**src/rtl/btn_conditioner.sv**
```systemverilog
// -----------------------------------------------------------------------------
// btn_conditioner
//   Front-end conditioner for the stopwatch push-buttons (start, stop, split).
//   Each raw asynchronous button is brought into the clk domain through a 2-FF
//   synchronizer and then filtered by its own counter-based debounce FSM.
//   Every channel produces a clean level, one-cycle rise/fall pulses and a
//   one-cycle long-press (hold) pulse. All outputs are registered.
//
// Parameters
//   N_BTN       number of independent button channels
//   DB_CYCLES   debounce window in clk cycles (>= 2)
//   HOLD_CYCLES stable-pressed time before the hold pulse (>= 1)
//
// Ports
//   clk        system clock, rising edge
//   rst        synchronous active-high reset
//   btn_in     raw asynchronous button levels, 1 = pressed
//   btn_level  debounced level per channel
//   rise       one-cycle pulse on debounced press
//   fall       one-cycle pulse on debounced release
//   hold       one-cycle pulse once per press after HOLD_CYCLES held
// -----------------------------------------------------------------------------
module btn_conditioner #(
  parameter int N_BTN       = 3,
  parameter int DB_CYCLES   = 1000000,
  parameter int HOLD_CYCLES = 100000000
) (
  input  logic             clk,
  input  logic             rst,
  input  logic [N_BTN-1:0] btn_in,
  output logic [N_BTN-1:0] btn_level,
  output logic [N_BTN-1:0] rise,
  output logic [N_BTN-1:0] fall,
  output logic [N_BTN-1:0] hold
);

  localparam int DB_W   = $clog2(DB_CYCLES);
  // One extra bit so the counter can saturate at HOLD_CYCLES itself.
  localparam int HOLD_W = $clog2(HOLD_CYCLES) + 1;

  localparam logic [DB_W-1:0]   DB_LAST   = DB_W'(DB_CYCLES - 1);
  localparam logic [HOLD_W-1:0] HOLD_LAST = HOLD_W'(HOLD_CYCLES - 1);
  localparam logic [HOLD_W-1:0] HOLD_MAX  = HOLD_W'(HOLD_CYCLES);

  typedef enum logic [1:0] {
    IDLE         = 2'd0,
    PRESS_WAIT   = 2'd1,
    PRESSED      = 2'd2,
    RELEASE_WAIT = 2'd3
  } state_t;

  logic [N_BTN-1:0] sync1_r;
  logic [N_BTN-1:0] sync2_r;

  // Two-stage synchronizer for the raw asynchronous button inputs.
  always_ff @(posedge clk) begin
    if (rst) begin
      sync1_r <= '0;
      sync2_r <= '0;
    end else begin
      sync1_r <= btn_in;
      sync2_r <= sync1_r;
    end
  end

  for (genvar g = 0; g < N_BTN; g++) begin : g_ch

    state_t              state_r;
    state_t              state_nxt_s;
    logic [DB_W-1:0]     db_cnt_r;
    logic [DB_W-1:0]     db_cnt_nxt_s;
    logic [HOLD_W-1:0]   hold_cnt_r;
    logic [HOLD_W-1:0]   hold_cnt_nxt_s;
    logic                level_r;
    logic                rise_r;
    logic                fall_r;
    logic                hold_r;
    logic                level_nxt_s;
    logic                rise_nxt_s;
    logic                fall_nxt_s;
    logic                hold_nxt_s;
    logic                in_s;
    logic                db_last_s;

    assign in_s      = sync2_r[g];
    assign db_last_s = (db_cnt_r == DB_LAST);

    // State, counter and output registers for this channel.
    always_ff @(posedge clk) begin
      if (rst) begin
        state_r    <= IDLE;
        db_cnt_r   <= '0;
        hold_cnt_r <= '0;
        level_r    <= 1'b0;
        rise_r     <= 1'b0;
        fall_r     <= 1'b0;
        hold_r     <= 1'b0;
      end else begin
        state_r    <= state_nxt_s;
        db_cnt_r   <= db_cnt_nxt_s;
        hold_cnt_r <= hold_cnt_nxt_s;
        level_r    <= level_nxt_s;
        rise_r     <= rise_nxt_s;
        fall_r     <= fall_nxt_s;
        hold_r     <= hold_nxt_s;
      end
    end

    // Next-state and counter update for the debounce FSM.
    always_comb begin
      state_nxt_s    = state_r;
      db_cnt_nxt_s   = db_cnt_r;
      hold_cnt_nxt_s = hold_cnt_r;
      case (state_r)
        IDLE: begin
          if (in_s) begin
            state_nxt_s  = PRESS_WAIT;
            db_cnt_nxt_s = '0;
          end else begin
            state_nxt_s  = IDLE;
          end
        end
        PRESS_WAIT: begin
          if (!in_s) begin
            // Bounce: drop back without any pulse.
            state_nxt_s    = IDLE;
          end else if (db_last_s) begin
            state_nxt_s    = PRESSED;
            hold_cnt_nxt_s = '0;
          end else begin
            db_cnt_nxt_s   = db_cnt_r + DB_W'(1);
          end
        end
        PRESSED: begin
          if (!in_s) begin
            // hold_cnt is left untouched so a release glitch resumes it.
            state_nxt_s    = RELEASE_WAIT;
            db_cnt_nxt_s   = '0;
          end else if (hold_cnt_r < HOLD_MAX) begin
            hold_cnt_nxt_s = hold_cnt_r + HOLD_W'(1);
          end else begin
            // Saturated: hold already fired for this press.
            hold_cnt_nxt_s = hold_cnt_r;
          end
        end
        RELEASE_WAIT: begin
          if (in_s) begin
            state_nxt_s  = PRESSED;
          end else if (db_last_s) begin
            state_nxt_s  = IDLE;
          end else begin
            db_cnt_nxt_s = db_cnt_r + DB_W'(1);
          end
        end
        default: begin
          state_nxt_s    = IDLE;
          db_cnt_nxt_s   = '0;
          hold_cnt_nxt_s = '0;
        end
      endcase
    end

    // Next values of the registered level and pulse outputs.
    always_comb begin
      level_nxt_s = 1'b0;
      rise_nxt_s  = 1'b0;
      fall_nxt_s  = 1'b0;
      hold_nxt_s  = 1'b0;
      case (state_r)
        IDLE: begin
          level_nxt_s = 1'b0;
        end
        PRESS_WAIT: begin
          if (in_s && db_last_s) begin
            rise_nxt_s  = 1'b1;
            level_nxt_s = 1'b1;
          end else begin
            level_nxt_s = 1'b0;
          end
        end
        PRESSED: begin
          level_nxt_s = 1'b1;
          if (in_s && (hold_cnt_r == HOLD_LAST)) begin
            hold_nxt_s = 1'b1;
          end else begin
            hold_nxt_s = 1'b0;
          end
        end
        RELEASE_WAIT: begin
          if (!in_s && db_last_s) begin
            fall_nxt_s  = 1'b1;
            level_nxt_s = 1'b0;
          end else begin
            level_nxt_s = 1'b1;
          end
        end
        default: begin
          level_nxt_s = 1'b0;
        end
      endcase
    end

    assign btn_level[g] = level_r;
    assign rise[g]      = rise_r;
    assign fall[g]      = fall_r;
    assign hold[g]      = hold_r;

  end : g_ch

endmodule

```
**config.mk**
```make
export PLATFORM = sky130hd
export DESIGN_NAME = btn_conditioner
export DESIGN_NICKNAME = d
export VERILOG_FILES = /design/src/rtl/btn_conditioner.sv
export SDC_FILE = /design/constraint.sdc
export NUM_CORES = 1
export LEC_CHECK = 0
export BUFFER_PORTS_ARGS = -buffer_cell sky130_fd_sc_hd__buf_2
export CAP_MARGIN = 0
export CORE_MARGIN = 4
export CORE_UTILIZATION = 63
export DETAILED_ROUTE_END_ITERATION = 6
export PLACE_DENSITY_LB_ADDON = 0.08
export REMOVE_ABC_BUFFERS = 1
export SETUP_SLACK_MARGIN = 0.3
export SLEW_MARGIN = 20
export SYNTH_ARGS = -nofsm -noshare
export SYNTH_HDL_FRONTEND = slang
export SYNTH_SLANG_ARGS = --single-unit
```
**constraint.sdc**
```tcl
create_clock -name clk -period 2.65 [get_ports clk]
set_input_delay 0.795 -clock clk [delete_from_list [all_inputs] [get_ports clk]]
set_output_delay 0.795 -clock clk [all_outputs]
set_load 0.01 [all_outputs]
```
==> impl_metrics.toml, run 1 <==
[global_routing]
antenna_found_initial = 0
grt_max_degree = 60
grt_pass1_wl_microns = 32100
grt_overflow = 0
first_global_vias = 7082
grt_use_total_pct = 25.9

[setup_path]
crit_type = "flop to flop"
crit_path_start_kind = "flop"
critPathRequiredTime_ns = 2.97
worstPathMaxFanout = 6
crit_path_end_kind = "flop"
cp.arrival_ns = 2.73

[power_and_ir_drop]
power.share.clock_pct = 50.0
sw_frac_of_total_pct = 21.4
vdd_drop_max_mv = 0.536
power_density_nw_per_um2 = 567
leakage_nw = 3.14
power_switching_w = 0.00113
seqPwrFrac_pct = 48.2
p_int_w = 0.00413
pwr-share-comb_pct = 1.7

[cells_and_area]
finalInstanceArea_sq_um = 9270
nets = 1013
fill_cells = 975
post-route-util_pct = 72.9
multi_input_area_sq_um = 4720
regArea_sq_um = 3370
diodes = 0
drive_above_1_share_pct = 10.9
area_growth_pct = 12.1

[placement]
portBuffers = 16
gp_congestion = 0.939
place_hpwl_microns = 12600
place_area_sq_um = 8450

[drt]
drc = 0
first_pass_iters = 5
num_vias = 7469
ant_nets = 0
wire_per_inst_microns = 16.2
initialDrtViolationCount = 650
wl_microns = 19200
vias_per_cell = 6.30

[logic_synthesis]
netlist_instances = 992
ys.flop_type = "dfxtp_1"
async_flop_share_pct = 0
ys_seq_area_share_pct = 40.7
ys_seq_elements = 168
synth_area_sq_um = 8270
synth_edf_count = 0
syn_area_per_cell_sq_um = 8.34
synthDistinctLibCells = 78
ys_warn_count = 0

[sta]
fin_skew_ns = 0.00952
hold_viol_final = 0
post-route-period-util_pct = 90.8
worstMarginPinSlew_ns = 0.691
setup_violations = 0
maxSlewViolCount = 0
fmax_mhz = 416
grt_setup_unrepaired = "false"
relSlewSlack_pct = 53.9
post-route-min-period_ns = 2.41

[die]
rows = 41
core_region_area_sq_um = 12700
ios = 17
fp.dieW_microns = 123
die_h_microns = 123
dieArea_sq_um = 15000
start_util_pct = 65.0

[clock_network]
clock_path_buffers = 2
clock_latency_ns = 0.43
cts_tree = "done"
cts-root-buf = "clkbuf_16"
clk_pin_slew_ns = 0.07
htree_levels = 4
numCtsBuffers = 17
clock-sinks = 168

[status]
status = "finished, final reports clean"

[run]
max-cap-violations = 0

[worst_hold_path]
hold_path_class = "flop to flop"
==> worst max-delay path, stage by stage, from the launching register on <==
cell and delay [ns]:
dfxtp_1 0.35, or3b_1 0.43, nor4_2 0.39, nor3b_4 0.38
buf_4 0.17, o21ai_2 0.12, and4_1 0.24, o211a_1 0.21
==> final timing paths <==
check	cells after the start	to	slack (ns)	from
worst min register to register	1	sync2_r[2]	0.44	sync1_r[2]
worst max register to register	7	g_ch[1].hold_cnt_r[26]	0.24	g_ch[1].hold_cnt_r[25]
worst min-delay path	1	sync2_r[2]	0.44	sync1_r[2]
worst max-delay path	7	g_ch[1].hold_cnt_r[26]	0.24	g_ch[1].hold_cnt_r[25]
==> through the flow <==
| step | setup slack, ns | hold WS (ns) | cells | TNS [ns] | total power, W |
|---|---|---|---|---|---|
| final | 0.244 | 0.437 | 1186 | 0 | 0.00526 |
| after detailed placement | 0.217 | 0.426 | 1147 | 0 | 0.00268 |
| after CTS | 0.309 | 0.441 | 1178 | 0 | 0.00530 |
| after floorplan | -0.117 | 0.414 | 942 | -0.461 | 0.00264 |
| after global placement | 0.299 | 0.422 | 1147 | 0 | 0.00268 |
| after global routing | 0.151 | 0.459 | 1186 | 0 | 0.00540 |
==> power by group through the flow <==
stage	Combinational, W	Clock (W)	Sequential (W)
6_report	0.0000912	0.00263	0.00254
3_3_place_gp	0.0000826	0	0.00259
5_1_grt	0.000100	0.00276	0.00254
3_5_place_dp	0.0000853	0	0.00260
4_1_cts	0.0000881	0.00267	0.00254
2_1_floorplan	0.0000433	0	0.00259
==> final cells by class <==
type | count | share of cell area [%]
Sequential cell | 168 | 36.3
Timing Repair Buffer | 40 | 2.95
Inverter | 19 | 0.769
Tap cell | 172 | 2.32
Clock inverter | 14 | 2.16
Multi-Input combinational cell | 756 | 50.9
Clock buffer | 17 | 4.59
==> repair_timing <==
action	CTS	global route
resized for setup	7	21
gates cloned	0	2
setup endpoints to repair	27	38
hold buffers	0	0
pin swaps	0	4
setup buffers	0	6
==> state kept, by name, indices dropped and copies added (netlist names), named ones only <==
name / flops
g_ch.db_cnt_r: 60
g_ch.fall_r: 3
g_ch.hold_cnt_r: 84
g_ch.hold_r: 3
g_ch.level_r: 3
g_ch.rise_r: 3
g_ch.state_r: 3
sync1_r: 3
sync2_r: 3
==> metal layers <==
metal  up-vias  track usage (%)  part of all wire, %
li1       3619                -                    -
met5         -                0                    0
met4         0             10.5                  2.2
met1      3595             30.9                   43
met3        41             4.79                  4.6
met2       214             45.8                   50
==> cells in the final DEF, fill, tap and decap left out, drive strengths merged, types with 20 or more instances in the layout <==
cell type / count
a21oi: 50
and3: 31
buf: 40
dfxtp: 168
inv: 20
nand2: 94
nand3: 56
nand4: 27
nor2: 128
nor3: 31
o21ai: 53
xnor2: 33
xor2: 35
==> synthesized netlist by cell type (15+ instances only) <==
cell	number	area share (%)
a21oi_1	50	3.0
nor2_1	126	5.7
nand3_1	55	3.3
clkbuf_1	19	0.86
buf_4	17	1.5
o21ai_1	21	1.3
inv_1	18	0.82
o21ai_0	31	1.9
a311oi_1	16	1.7
xor2_1	35	3.7
and3_1	31	2.3
nand2_1	94	4.3
nand4_1	27	2.0
and4_1	19	2.0
o31ai_1	15	1.4
nor3_1	31	1.9
dfxtp_1	168	41
xnor2_1	33	3.5
==> logic make-up after synthesis <==
family / Yosys count / synth area share (%)
AND/OR/NAND/NOR: 476 / 30.1
AO/OA/AOI/OAI: 199 / 16.2
flip-flops: 168 / 40.7
buffers and inverters: 69 / 4.16
XOR/XNOR: 68 / 7.20
multiplexers: 6 / 0.741
adder cells (fa/ha/maj): 6 / 0.907
Note: power is estimated with default switching activity, not from simulation.
==> run 2: changes to the inputs <==
==> constraint.sdc (replaced) <==
create_clock -name clk -period 2.5 [get_ports clk]
set_input_delay 0.75 -clock clk [delete_from_list [all_inputs] [get_ports clk]]
set_output_delay 0.75 -clock clk [all_outputs]
set_load 0.01 [all_outputs]
==> impl_metrics.toml, run 2 (synthesized netlist as in run 1, its figures left out) <==
[drt]
initialDrtViolationCount = 676
ant_nets = 0
first_pass_iters = 5
num_vias = 7633
wl_microns = 19600
drc = 0
wire_per_inst_microns = 16.2
vias_per_cell = 6.32

[setup_path]
path_cells = "or4b_1 -> nor4_2 -> nand3_1 -> buf_4 -> o21ai_2 -> and4_1 -> o211a_1"
critPathBufInv = 1
cp_slowest_cell = "or4b_1"
crit_path_start_kind = "flop"
critPathRequiredTime_ns = 2.88
cpPeakStageDelay_ns = 0.59
worstPathMaxFanout = 6
crit_path_end_kind = "flop"
cp.arrival_ns = 2.58
crit_type = "flop to flop"
cp_top_family = "simple AND/OR/NAND/NOR gates"

[power_and_ir_drop]
seqPwrFrac_pct = 46.5
pwr-share-comb_pct = 1.8
power_density_nw_per_um2 = 608
vdd_drop_max_mv = 0.628
leakage_nw = 3.28
p_int_w = 0.00464
finalPower_w = 0.00578
power.share.clock_pct = 51.7
power_switching_w = 0.00114
sw_frac_of_total_pct = 19.8

[sta]
grt_setup_unrepaired = "true"
fin_skew_ns = 0.0139
maxSlewViolCount = 0
fmax_mhz = 453
setup_violations = 0
worstMarginPinSlew_ns = 0.675
relSlewSlack_pct = 54.6
post-route-min-period_ns = 2.21
layout_setup_ws_ns = 0.295
post-route-period-util_pct = 88.2
hold_viol_final = 0

[clock_network]
numCtsBuffers = 17
ctsHoldBuffers = 0
clock_latency_ns = 0.44
htree_levels = 4
clk_pin_slew_ns = 0.06
clock-sinks = 168
cts_tree = "done"
cts-root-buf = "clkbuf_16"
clock_path_buffers = 2

[cells_and_area]
largest_register_ffs = 84
final_common_cell = "dfxtp_1"
reg_top3 = "g_ch.hold_cnt_r x84, g_ch.db_cnt_r x60"
final_cells = 1207
most-common-layout-cells = "dfxtp_1 (157), nor2_1 (124), nand2_1 (92), nand3_1 (53), a21oi_1 (50)"
area_growth_pct = 15.0
largest_register = "g_ch.hold_cnt_r"
post-route-util_pct = 74.8
finalInstanceArea_sq_um = 9510
drive_above_1_share_pct = 14.4
diodes = 0
nets = 1033

[die]
core_region_area_sq_um = 12700
die_h_microns = 123
rows = 41
dieArea_sq_um = 15000
fp.dieW_microns = 123
ios = 17
start_util_pct = 65.0

[global_routing]
grt_overflow = 0
antenna_found_initial = 0
grt_pass1_wl_microns = 33000
first_global_vias = 7325
grt_max_degree = 33
grt_use_total_pct = 26.7

[placement]
gp_congestion = 0.947
placed_cells = 1164
place_hpwl_microns = 12700
place_area_sq_um = 8570
dpl_worst_slack_ns = 0.236
portBuffers = 16

[worst_hold_path]
hold_path_class = "flop to flop"

[run]
max-cap-violations = 0

[status]
status = "finished, final reports clean"
-- run 2: worst reg2reg max path: cells and delay by family (launching register included) --
| kind | cells | cell delay, ns |
|---|---|---|
| AOI/OAI and AO/OA | 2 | 0.28 |
| DFF | 1 | 0.35 |
| and+or+nand+nor | 4 | 1.33 |
| buffers and inverters | 1 | 0.19 |
-- run 2: metrics by stage --
stage | setup TNS, ns | hold slack (ns)
after global placement | 0 | 0.427
after floorplan | -3.48 | 0.414
after global routing | 0 | 0.465
after detailed placement | 0 | 0.440
final | 0 | 0.443
after CTS | 0 | 0.450
-- run 2: layout make-up --
type / count / area (sq um)
multi-input cells: 755 / 4740
flip-flops and latches: 168 / 3380
fillers: 951 / 3210
clock buffers: 20 / 457
repair buffers: 61 / 434
clock inverters: 12 / 220
well taps: 172 / 215
inverters: 19 / 71.3
-- run 2: worst paths after layout --
kind,startpoint,end,slack (ns),depth (start not counted)
setup / recovery,g_ch[1].db_cnt_r[10],g_ch[1].hold_cnt_r[26],0.29,7
hold / removal,sync1_r[2],sync2_r[2],0.44,1
setup reg to reg,g_ch[1].db_cnt_r[10],g_ch[1].hold_cnt_r[26],0.29,7
hold reg to reg,sync1_r[2],sync2_r[2],0.44,1
-- run 2: power groups by stage --
stage | clock (W) | sequential, W | combinational (W)
floorplan | 0 | 0.00275 | 0.0000459
global placement | 0 | 0.00275 | 0.0000955
detailed placement | 0 | 0.00275 | 0.0000981
CTS | 0.00302 | 0.00269 | 0.0000991
global route | 0.00315 | 0.00269 | 0.000113
finish | 0.00299 | 0.00269 | 0.000105
-- run 2: timing repair --
action                     4_1_cts  5_1_grt
buffers inserted                 4        7
resized for setup               18       28
pin swaps                        5        8
setup endpoints to repair       26       87
-- run 2: layer usage --
metal | vias to the layer above | track usage (%) | share of wire (%)
li1 | 3663 | - | -
met1 | 3629 | 32.0 | 42
met2 | 275 | 45.8 | 50
met3 | 66 | 5.02 | 4.7
met4 | 0 | 13.6 | 3.5
met5 | - | 0 | 0
==> run 3: changes to the inputs <==
--- a/config.mk
+++ b/config.mk
@@ -5,10 +5,12 @@
 export SDC_FILE = /design/constraint.sdc
 export NUM_CORES = 1
 export LEC_CHECK = 0
+export ABC_AREA = 1
 export BUFFER_PORTS_ARGS = -buffer_cell sky130_fd_sc_hd__buf_2
 export CAP_MARGIN = 0
 export CORE_MARGIN = 4
-export CORE_UTILIZATION = 63
+export CORE_UTILIZATION = 66
+export CTS_BUF_LIST = sky130_fd_sc_hd__clkbuf_8
 export DETAILED_ROUTE_END_ITERATION = 6
 export PLACE_DENSITY_LB_ADDON = 0.08
 export REMOVE_ABC_BUFFERS = 1
==> impl_metrics.toml, run 3 <==
[global_routing]
grt_max_degree = 48
grt_use_total_pct = 28.5
grt_overflow = 0
antenna_found_initial = 0
grt_pass1_wl_microns = 43600
first_global_vias = 9231

[cells_and_area]
diodes = 0
largest_register_ffs = 84
most-common-layout-cells = "nand2_1 (487), nor2_1 (416), nand3_1 (181), dfxtp_1 (167), inv_1 (142)"
drive_above_1_share_pct = 8.30
fill_cells = 1447
largest_register = "g_ch.hold_cnt_r"
multi_input_area_sq_um = 6340
regArea_sq_um = 3360
reg_top3 = "g_ch.hold_cnt_r x84, g_ch.db_cnt_r x60"
area_growth_pct = 5.45
nets = 1782
final_common_cell = "nand2_1"
final_cells = 2000

[run]
max-cap-violations = 0

[worst_hold_path]
whs_path_depth = 2
hp-start = "sync1_r[1]"
hold_path_class = "flop to flop"

[placement]
gp_congestion = 0.939
portBuffers = 16
placed_cells = 1967
place_hpwl_microns = 18800

[logic_synthesis]
ys_top_cells_by_area = "dfxtp_1 (32%), nand2_1 (17%), nor2_1 (15%)"
ys_seq_elements = 168
async_flop_share_pct = 0
synthDistinctLibCells = 41
ys_warn_count = 0
synth_top_area_cell = "dfxtp_1"
synth_common_cells = "nand2_1 (488), nor2_1 (418), nand3_1 (181)"
synth_top_area_share_pct = 31.7
syn_area_per_cell_sq_um = 5.99
yosysMostFrequentCell = "nand2_1"
netlist_instances = 1775
synth_edf_count = 0
ys_seq_area_share_pct = 31.7
synth_area_sq_um = 10600
ys.flop_type = "dfxtp_1"

[clock_network]
htree_levels = 4
post_cts_buffers = 0
cts_tree = "done"
clock_path_buffers = 2
clk_pin_slew_ns = 0.10
clock_latency_ns = 0.47
clock-sinks = 168
cts-root-buf = "clkbuf_8"
numCtsBuffers = 17

[die]
core_region_area_sq_um = 15800
fp.dieW_microns = 135
start_util_pct = 67.1
ios = 17
rows = 46
die_h_microns = 135
dieArea_sq_um = 18200

[sta]
setup_violations = 0
fmax_mhz = 488
relSlewSlack_pct = 49.6
hold_viol_final = 0
whs_ns = 0.407
maxSlewViolCount = 0
post-route-period-util_pct = 82.0
fin_skew_ns = 0.0124
setup_tns_ns = 0
worstMarginPinSlew_ns = 0.756
post-route-min-period_ns = 2.05
grt_setup_unrepaired = "true"

[setup_path]
reg2regPathDepth = 9
critPathLaunch = "g_ch[0].db_cnt_r[0]"
crit_path_start_kind = "flop"
timing.rr.start = "g_ch[0].db_cnt_r[0]"
cp.arrival_ns = 2.45
worstPathMaxFanout = 16
crit_path_end_kind = "flop"
crit_type = "flop to flop"
critPathRequiredTime_ns = 2.90

[power_and_ir_drop]
leakage_nw = 3.83
vdd_drop_max_mv = 0.401
power_density_nw_per_um2 = 416

[drt]
ant_nets = 0
drc = 0
num_vias = 10779
vias_per_cell = 5.39
first_pass_iters = 7
wire_per_inst_microns = 12.9
wl_microns = 25800
initialDrtViolationCount = 977

[status]
status = "finished, final reports clean"
[run 3: changes by cell type after synthesis, moves of 17 or more]
cell	delta
a21oi_1	+24
and3_1	-31
inv_2	+17
xnor2_1	-18
nand3_1	+126
nand2_1	+394
nor2_1	+292
and4_1	-19
inv_1	+124
[run 3: layer usage]
metal | vias up | part of all wire, % | global-route usage [%]
met5 | - | 0 | 0
met4 | 0 | 1.1 | 6.39
met3 | 31 | 5.9 | 4.96
met2 | 328 | 43 | 43.4
met1 | 4805 | 50 | 42.4
li1 | 5615 | - | -
[run 3: path summary, 6_finish.rpt]
check,to,slack (ns)
max,g_ch[0].hold_cnt_r[9],0.45
min,sync2_r[1],0.41
max reg2reg,g_ch[0].hold_cnt_r[9],0.45
min reg2reg,sync2_r[1],0.41
[run 3: critical path: stages, from the launching register on]
cell	delay, ns
dfxtp_1	0.42
ha_1	0.26
nand3_2	0.17
nor2_4	0.19
nand3_2	0.13
nor2_4	0.15
nand2_4	0.18
nand2_4	0.26
nand2_1	0.09
a21oi_1	0.14
[run 3: kinds of logic (layout without fill, tap and decap cells)]
family / after synthesis / in the layout / share of synthesized area (%)
flops: 168 / 168 / 31.7
buf+inv: 224 / 232 / 9.12
compound gates: 133 / 133 / 6.93
fa+ha+maj: 6 / 6 / 0.707
simple gates: 1203 / 1204 / 48.2
xor+xnor: 41 / 41 / 3.38
[run 3: through the flow]
stage               worst slack [ns]  cell area, sq um  total power [W]  util [%]
finish                         0.451             11200          0.00467      70.8
floorplan                      0.277             10300          0.00284         -
global placement               0.449             10800          0.00293      68.2
detailed placement             0.363             10800          0.00293      68.2
CTS                            0.334             11200          0.00469      70.5
global route                   0.283             11200          0.00483      70.8
[run 3: final cells by class]
cell class | instances | share of cell area, %
Clock buffer | 17 | 2.09
Clock inverter | 15 | 1.07
Sequential cell | 168 | 30.0
Inverter | 161 | 5.39
Multi-Input combinational cell | 1384 | 56.6
Tap cell | 216 | 2.41
Timing Repair Buffer | 39 | 2.39
[run 3: what timing repair did]
action | CTS | global route
hold buffers | 0 | 0
gates resized for setup | 0 | 11
endpoints found under the setup margin | 0 | 60
[run 3: report_power, final]
| group | internal [W] | leakage [nW] | total, W | switching [W] |
|---|---|---|---|---|
| combinational | 0.0000457 | 2.30 | 0.000168 | 0.000122 |
| sequential | 0.00269 | 1.36 | 0.00270 | 0.0000167 |
| clock | 0.000707 | 0.173 | 0.00179 | 0.00109 |
